**src/rtl/vector_addsub_pipe.sv**
```systemverilog
// N-lane signed vector add/subtract behind a LAT-deep elastic valid/ready pipeline with overflow flags.
// Build option: define VECTOR_ADDSUB_SAT_EN to clamp overflowing lanes instead of wrapping.
module vector_addsub_pipe #(
  parameter int bitwidth = 16,
  parameter int N        = 8,
  parameter int LAT      = 2
) (
  input  logic                  clk,
  input  logic                  rst,
  input  logic [N*bitwidth-1:0] in0,
  input  logic [N*bitwidth-1:0] in1,
  input  logic                  in_op,
  input  logic [N-1:0]          in_mask,
  input  logic                  in_valid,
  input  logic                  in_last,
  output logic                  in_ready,
  output logic [N*bitwidth-1:0] out,
  output logic [N-1:0]          out_ovf,
  output logic                  out_valid,
  output logic                  out_last,
  input  logic                  out_ready,
  output logic                  ovf_sticky,
  input  logic                  ovf_clr
);

  localparam int W = N * bitwidth;

  logic [W-1:0]   calc_res;
  logic [N-1:0]   calc_ovf;

  logic [W-1:0]   data_reg [LAT];
  logic [N-1:0]   ovf_reg  [LAT];
  logic [LAT-1:0] v_reg;
  logic [LAT-1:0] last_reg;
  logic [LAT-1:0] adv;
  logic           sticky_reg;

  // Per-lane arithmetic, one bit wider than the lane so the true result is always representable.
  genvar gi;
  generate
    for (gi = 0; gi < N; gi++) begin : g_lane
      logic signed [bitwidth:0] a_ext;
      logic signed [bitwidth:0] b_ext;
      logic signed [bitwidth:0] sum_ext;
      logic                     ovf_raw;
      logic [bitwidth-1:0]      lane_val;

      assign a_ext   = {in0[gi*bitwidth+bitwidth-1], in0[gi*bitwidth +: bitwidth]};
      assign b_ext   = {in1[gi*bitwidth+bitwidth-1], in1[gi*bitwidth +: bitwidth]};
      assign sum_ext = in_op ? (a_ext - b_ext) : (a_ext + b_ext);
      assign ovf_raw = sum_ext[bitwidth] ^ sum_ext[bitwidth-1];

`ifdef VECTOR_ADDSUB_SAT_EN
      // The extended sign bit tells which rail the true result crossed.
      assign lane_val = !ovf_raw ? sum_ext[bitwidth-1:0]
                      : sum_ext[bitwidth] ? {1'b1, {(bitwidth-1){1'b0}}}
                      : {1'b0, {(bitwidth-1){1'b1}}};
`else
      assign lane_val = sum_ext[bitwidth-1:0];
`endif

      assign calc_res[gi*bitwidth +: bitwidth] = in_mask[gi] ? lane_val : in0[gi*bitwidth +: bitwidth];
      assign calc_ovf[gi] = in_mask[gi] & ovf_raw;
    end
  endgenerate

  // A stage may load when it is empty or its contents move on; bubbles therefore collapse.
  always_comb begin
    adv = '0;
    adv[LAT-1] = out_ready | ~v_reg[LAT-1];
    for (int k = LAT - 2; k >= 0; k--) begin
      adv[k] = ~v_reg[k] | adv[k+1];
    end
  end

  assign in_ready = adv[0];

  always_ff @(posedge clk) begin
    if (rst) begin
      v_reg      <= '0;
      last_reg   <= '0;
      sticky_reg <= 1'b0;
      for (int k = 0; k < LAT; k++) begin
        data_reg[k] <= '0;
        ovf_reg[k]  <= '0;
      end
    end else begin
      if (adv[0]) begin
        v_reg[0] <= in_valid;
        if (in_valid) begin
          data_reg[0] <= calc_res;
          ovf_reg[0]  <= calc_ovf;
          last_reg[0] <= in_last;
        end
      end
      // Payload only moves with a valid beat so the output holds its last value while idle.
      for (int k = 1; k < LAT; k++) begin
        if (adv[k]) begin
          v_reg[k] <= v_reg[k-1];
          if (v_reg[k-1]) begin
            data_reg[k] <= data_reg[k-1];
            ovf_reg[k]  <= ovf_reg[k-1];
            last_reg[k] <= last_reg[k-1];
          end
        end
      end
      if (ovf_clr) begin
        sticky_reg <= 1'b0;
      end else if (v_reg[LAT-1] && out_ready && (|ovf_reg[LAT-1])) begin
        sticky_reg <= 1'b1;
      end
    end
  end

  assign out        = data_reg[LAT-1];
  assign out_ovf    = ovf_reg[LAT-1];
  assign out_valid  = v_reg[LAT-1];
  assign out_last   = last_reg[LAT-1];
  assign ovf_sticky = sticky_reg;

endmodule
```
**config.mk**
```make
export PLATFORM = sky130hd
export DESIGN_NAME = vector_addsub_pipe
export DESIGN_NICKNAME = d
export VERILOG_FILES = /design/src/rtl/vector_addsub_pipe.sv
export SDC_FILE = /design/constraint.sdc
export NUM_CORES = 1
export LEC_CHECK = 0
export ABC_CLOCK_PERIOD_IN_PS = 4800
export CORE_MARGIN = 3
export CORE_UTILIZATION = 49
export CTS_BUF_LIST = sky130_fd_sc_hd__clkbuf_8
export CTS_CLUSTER_SIZE = 24
export DETAILED_ROUTE_END_ITERATION = 7
export GPL_TIMING_DRIVEN = 1
export PLACE_DENSITY = 0.87
export SLEW_MARGIN = 30
export SYNTH_ARGS = -nofsm -noshare
export SYNTH_HDL_FRONTEND = slang
export SYNTH_SLANG_ARGS = --single-unit
```
**constraint.sdc**
```tcl
create_clock -name clk -period 4.8 [get_ports clk]
set_clock_uncertainty 0.1 [all_clocks]
set_input_delay 0.96 -clock clk [delete_from_list [all_inputs] [get_ports clk]]
set_output_delay 0.96 -clock clk [all_outputs]
set_load 0.02 [all_outputs]
```
==> run summary, run 1 <==
Min-Delay Path Class: flop to flop
Post-synthesis sequential area ratio: 0.3996
Max Cap Violations: 0
Unique masters post-synth: 68
Max incr delay on CP: 0.56 ns
Status: completed
Endpoints failing hold: 0
Max reg flops: 256
Post-synth EDFFs: 272
Area growth from synthesis to layout: 24.37%
Max_slew headroom: 0.4525
Max clock buf depth: 3
Vias per cell: 5.663
Antenna violations before repair: 18
Critical path's top delay family: simple AND/OR/NAND/NOR gates
CP bufs+invs: 2
Avg WL per Cell: 19.33 µm
Storage element area: 8268 µm²
Global-route wire length before repair: 90,230 µm
CP required: 5.06 ns
DRC viols: 0
Post-route cell area: 25,730 µm²
R2R depth: 6
Multi-input logic area: 10,870 µm²
Syn_nets: 2,522
Gpl congestion: 0.9562
IO Count: 411
Worst-Skew Late Latency: 0.62 ns
Critical path type: primary input to flop
Ys Warns: 0
Seq cells post-synth: 277
Remaining Overflow, GRT: 0
PD cells: 303.0 nW/µm²
CTS tree: built
Most common cell in the synthesized netlist: edfxtp_1
WHS Endpoint: last_reg[0]
Hold depth: 2
Final min period: 4.357 ns
Via Count: 17,040
Worst-Margin Slew: 0.8110 ns
Area of the die: 44,720 µm²
Htree depth: 2
GRT Total Usage: 0.2530
Crit path cell chain: clkdlybuf4s50_1 > or4_1 > nor4b_1 > buf_4 > and2_1 > a21oi_1 > xnor2_1 > ha_1 > a21o_1 > a21o_1 > a21oi_1 > o31ai_1 > xor2_1 > xnor3_1 > and3_1
Final Cycle Share: 0.9077
Worst-path clk slew: 0.06 ns
Syn Inst Count: 2,107
Hold WS: 0.3773 ns
Chip height: 211.5 µm
Total CTS buffers: 50
DP Area: 24,730 µm²
Die W: 211.5 µm
Ys flop type: edfxtp_1
Slew Limit Fails: 0
CP arrival: 4.62 ns
WL final: 58,170 µm
Initial core utilization: 0.5010
R2r endpoint: data_reg[0][101]
# fillers: 3,349
Unrepaired setup endpoints after global routing: no
Post-synth ARST share: 0
Final nets: 2,842
Share of post-route cells with drive strength above 1: 0.06613
R2r startpoint: v_reg[1]
Top cells by area, synth: edfxtp_1 39%, ha_1 8.2%, xnor2_1 7.4%
Final setup vio count: 0
Critical path peak fanout: 5
Leakage power: 10.36 nW
Hold_sp: last_reg[0]
Placeable Area: 41,290 µm²
CTS Root Cell: clkbuf_8
Peak Freq: 229.5 MHz
Startpoint Class: primary input
Mapped cell area: 20,690 µm²
Yosys top cell area share: 0.3948
First-pass DRT Iterations: 7
Port buffer count: 410
Cts hold-fix bufs: 0
Clock Sinks: 277
HPWL after DPL: 43,910 µm
Top cells by count, synth: 272 x edfxtp_1, 240 x nor2_1, 175 x xnor2_1
Worst R2R Setup Slack: 2.39 ns
VDD IR max: 0.2036 mV
CP Capture Type: flop
Area leader, netlist: edfxtp_1
Slowest stage cell, crit path: or4_1
Row cnt: 74
Largest net degree at the start of global routing: 110
Iteration-0 DRC Markers: 953
Number of global-route vias before repair: 17,220
Post-CTS Resized: 0
Antenna-violating nets left: 0
Post-CTS Setup Bufs: 0
Syn avg cell area: 9.819 µm²
logic make-up (layout without fill, tap and decap cells):
kind of cell               Yosys count  in the layout  share of synthesized area
muxes                               91             91                    0.04415
and+or+nand+nor                    677            677                     0.1681
other                                0             12                          0
DFF                                277            277                     0.3996
buffers and inverters              283            641                    0.07656
adders and majority gates          144            144                    0.08999
xor gates and xnor gates           225            225                    0.09894
AOI/OAI and AO/OA                  410            410                     0.1226
cell type report:
class | instances | area share
multi-input combinational | 1547 | 0.4223
sequential | 277 | 0.3213
timing repair buffer | 475 | 0.1806
clock buffer | 52 | 0.02782
tap | 532 | 0.02587
inverter | 76 | 0.01109
clock inverter | 38 | 0.009774
antenna | 12 | 0.001167
stage by stage:
stage	cells	setup WS, ns	power (mW)	setup TNS, ns	utilization
after detailed placement	2906	-0.2550	5.590	-0.5759	0.5988
final	3009	0.4430	7.796	0	0.6231
after floorplan	2107	0.1364	4.796	0	-
after global routing	3008	0.2301	8.220	0	0.6230
after CTS	2996	0.4192	7.845	0	0.6222
after global placement	2906	-0.07934	5.507	-0.07934	0.5990
worst min-delay path: stages (launching register included):
cell     delay [ns]
dfxtp_1        0.30
nand2_1        0.06
a21oi_1        0.06
report_power, final:
group / switching (mW) / internal [mW] / total (mW)
Clock: 1.05 / 1.17 / 2.22
Combinational: 1.34 / 1.22 / 2.57
Sequential: 0.0712 / 2.94 / 3.01
Total: 2.47 / 5.33 / 7.80
layer usage:
metal  routed length [µm]  GRT usage  part of all wire  vias to the layer above
met2                27710     0.4218              0.48                      631
met4                 2257     0.1081             0.039                       12
met1                23270     0.3054              0.40                     8139
li1                     -          -                 -                     8108
met3                 4852    0.07617             0.083                      150
met5                   77          0            0.0013                        -
placed cells by master (no fill, tap or decap), drive strengths merged, types with 11 or more instances in the layout:
cell type      netlist  routed
clkdlybuf4s50        0     403
nand2               69      69
nor2               240     240
nor2b               19      19
nor3                61      61
mux2i               89      89
o21ai               82      82
nand3b              11      11
a31oi               34      34
nor4                20      20
buf                143      72
edfxtp             272     272
diode                0      12
ha                 136     136
nand3               32      32
clkinv               1      20
and2               145     145
a211oi              38      38
and3                15      15
inv                 75      87
clkbuf              64      52
o21a                19      19
xor2                45      45
nand2b              20      20
a21oi              135     135
xnor2              175     175
a21o                35      35
worst max path at each step:
stage,slack (ns),cells after the start,from,endpoint
5_1_grt,0.23,16,in1[18],ovf_reg[0][1]
2_1_floorplan,0.14,14,in_op,ovf_reg[0][7]
6_report,0.44,15,in1[71],ovf_reg[0][4]
3_5_place_dp,-0.26,15,in1[97],ovf_reg[0][6]
3_3_place_gp,-0.08,15,in1[96],ovf_reg[0][6]
4_1_cts,0.42,15,in1[97],ovf_reg[0][6]
Power figures use the tool's default switching activity.
==> run 2, diff against run 1 <==
==> constraint.sdc (replaced) <==
create_clock -name clk -period 4.8 [get_ports clk]
set_clock_uncertainty 0.1 [all_clocks]
set_input_delay 0.72 -clock clk [delete_from_list [all_inputs] [get_ports clk]]
set_output_delay 0.72 -clock clk [all_outputs]
set_load 0.02 [all_outputs]
==> run summary, run 2 (synthesis results as in run 1) <==
Post-Place Setup Slack: 0.04851 ns (was -0.2550 ns)
Slew Limit Fails: 0 (unchanged)
Final min period: 4.139 ns (was 4.357 ns)
Remaining Overflow, GRT: 0 (unchanged)
Met3 Use GR: 0.07128 (was 0.07617)
CP arrival: 4.41 ns (was 4.62 ns)
Clock Sinks: 277 (unchanged)
HPWL after DPL: 43,250 µm (was 43,910 µm)
Min-Delay Path Class: flop to flop (unchanged)
Initial core utilization: 0.5010 (unchanged)
Final Worst Setup Slack: 0.6614 ns (was 0.4430 ns)
Chip height: 211.5 µm (unchanged)
Global-route wire length before repair: 89,710 µm (was 90,230 µm)
Slowest stage cell, crit path: or4_1 (unchanged)
Global Route met2 Usage: 0.4269 (was 0.4218)
Commonest non-fill, non-tap cell in the layout: clkdlybuf4s50_1 (unchanged)
Max incr delay on CP: 0.59 ns (was 0.56 ns)
First-pass DRT Iterations: 7 (unchanged)
Leakage power: 10.24 nW (was 10.36 nW)
Avg WL per Cell: 19.60 µm (was 19.33 µm)
Final nets: 2,814 (was 2,842)
Die W: 211.5 µm (unchanged)
Status: completed (unchanged)
Final setup vio count: 0 (unchanged)
Critical path type: primary input to flop (unchanged)
Max reg flops: 256 (unchanged)
Startpoint Class: primary input (unchanged)
CP bufs+invs: 2 (unchanged)
Post-CTS Setup Bufs: 0 (unchanged)
Global routing's busiest layer: met2 (unchanged)
Row cnt: 74 (unchanged)
GRT Total Usage: 0.2516 (was 0.2530)
Port buffer count: 410 (unchanged)
Antenna-violating nets left: 0 (unchanged)
Antenna violations before repair: 12 (was 18)
Met1 Track Usage GR: 0.3022 (was 0.3054)
Gpl congestion: 0.9378 (was 0.9562)
Max_slew headroom: 0.3448 (was 0.4525)
Largest net degree at the start of global routing: 170 (was 110)
Critical path's top delay family: simple AND/OR/NAND/NOR gates (unchanged)
Max clock buf depth: 3 (unchanged)
Cts hold-fix bufs: 0 (unchanged)
Area growth from synthesis to layout: 23.61% (was 24.37%)
Share of post-route cells with drive strength above 1: 0.05660 (was 0.06613)
DRC viols: 0 (unchanged)
Vias per cell: 5.711 (was 5.663)
Total CTS buffers: 51 (was 50)
Htree depth: 2 (unchanged)
Worst-Margin Slew: 0.9829 ns (was 0.8110 ns)
Peak Freq: 241.6 MHz (was 229.5 MHz)
Max Cap Violations: 0 (unchanged)
Setup TNS: 0 ns (unchanged)
VDD IR max: 0.2188 mV (was 0.2036 mV)
Worst-path clk slew: 0.06 ns (about the same)
Placeable Area: 41,290 µm² (unchanged)
Hold WS: 0.3752 ns (was 0.3773 ns)
Unrepaired setup endpoints after global routing: no (unchanged)
CTS Root Cell: clkbuf_8 (unchanged)
CP Capture Type: flop (unchanged)
Crit path cell chain: clkdlybuf4s50_1 > or4_1 > nor4b_1 > buf_4 > and2_1 > a21oi_1 > xnor2_1 > ha_1 > a21o_1 > a21o_1 > a21oi_1 > o31ai_1 > xor2_1 > xnor3_1 > and3_1 (unchanged)
CP required: 5.07 ns (was 5.06 ns)
Commonest cells after routing, fill and taps aside: 403 x clkdlybuf4s50_1, 272 x edfxtp_1, 240 x nor2_1, 175 x xnor2_1, 145 x and2_1 (unchanged)
CTS tree: built (unchanged)
Final Cycle Share: 0.8622 (was 0.9077)
Area of the die: 44,720 µm² (unchanged)
IO Count: 411 (unchanged)
Post-CTS Resized: 0 (unchanged)
Critical path peak fanout: 4 (was 5)
Number of global-route vias before repair: 17,240 (was 17,220)
Tot Pwr: 8.012 mW (was 7.796 mW)
Iteration-0 DRC Markers: 1,245 (was 953)
WL final: 58,400 µm (was 58,170 µm)
Via Count: 17,020 (was 17,040)
PD cells: 313.3 nW/µm² (was 303.0 nW/µm²)
Worst-Skew Late Latency: 0.62 ns (about the same)
Endpoints failing hold: 0 (unchanged)
==> run 2: cell count changes in the layout (fill, tap and decap cells not counted), moves of 2 or more <==
cell | previous run | this run
inv_1 | 86 | 83
clkinv_4 | 0 | 2
buf_4 | 59 | 33
buf_12 | 7 | 4
diode_2 | 12 | 10
bufinv_16 | 3 | 7
==> run 2: worst min-delay path, delay by kind of cell (launching register included) <==
kind	cells	cell delay, ns
compound gates	1	0.06
flops	1	0.31
simple gates	1	0.05
==> run 2: worst paths after layout <==
| kind | endpoint | startpoint | cells past startpoint | slack [ns] |
|---|---|---|---|---|
| hold / removal | last_reg[0] | last_reg[0] | 2 | 0.38 |
| hold reg to reg | last_reg[0] | last_reg[0] | 2 | 0.38 |
| setup / recovery | ovf_reg[0][4] | in1[71] | 15 | 0.66 |
| setup reg to reg | data_reg[0][81] | v_reg[1] | 5 | 2.33 |
==> run 2: power by group <==
part	leakage (nW)	switching, mW	internal (mW)
logic	6.69	1.35	1.20
registers	2.98	0.0661	2.94
clock network	0.570	1.08	1.38
==> run 2: final cells by class <==
cell class,instances,area (µm²)
fill,3286,15720
multi-input combinational,1547,10860
sequential,277,8268
timing repair buffer,446,4392
clock buffer,51,701.9
tap,532,665.6
clock inverter,41,374.1
inverter,76,285.3
antenna,10,25.02
==> run 2: through the flow <==
stage | instances | cell area [µm²] | utilization
floorplan | 2107 | 20690 | -
global placement | 2878 | 24500 | 0.5934
detailed placement | 2878 | 24500 | 0.5932
CTS | 2970 | 25570 | 0.6193
global route | 2977 | 25570 | 0.6191
finish | 2980 | 25570 | 0.6193
==> run 2: routing by layer <==
layer | part of all wire | wire [µm]
met5 | 0.00094 | 55
met4 | 0.038 | 2210
met3 | 0.090 | 5282
met2 | 0.48 | 27890
met1 | 0.39 | 22970
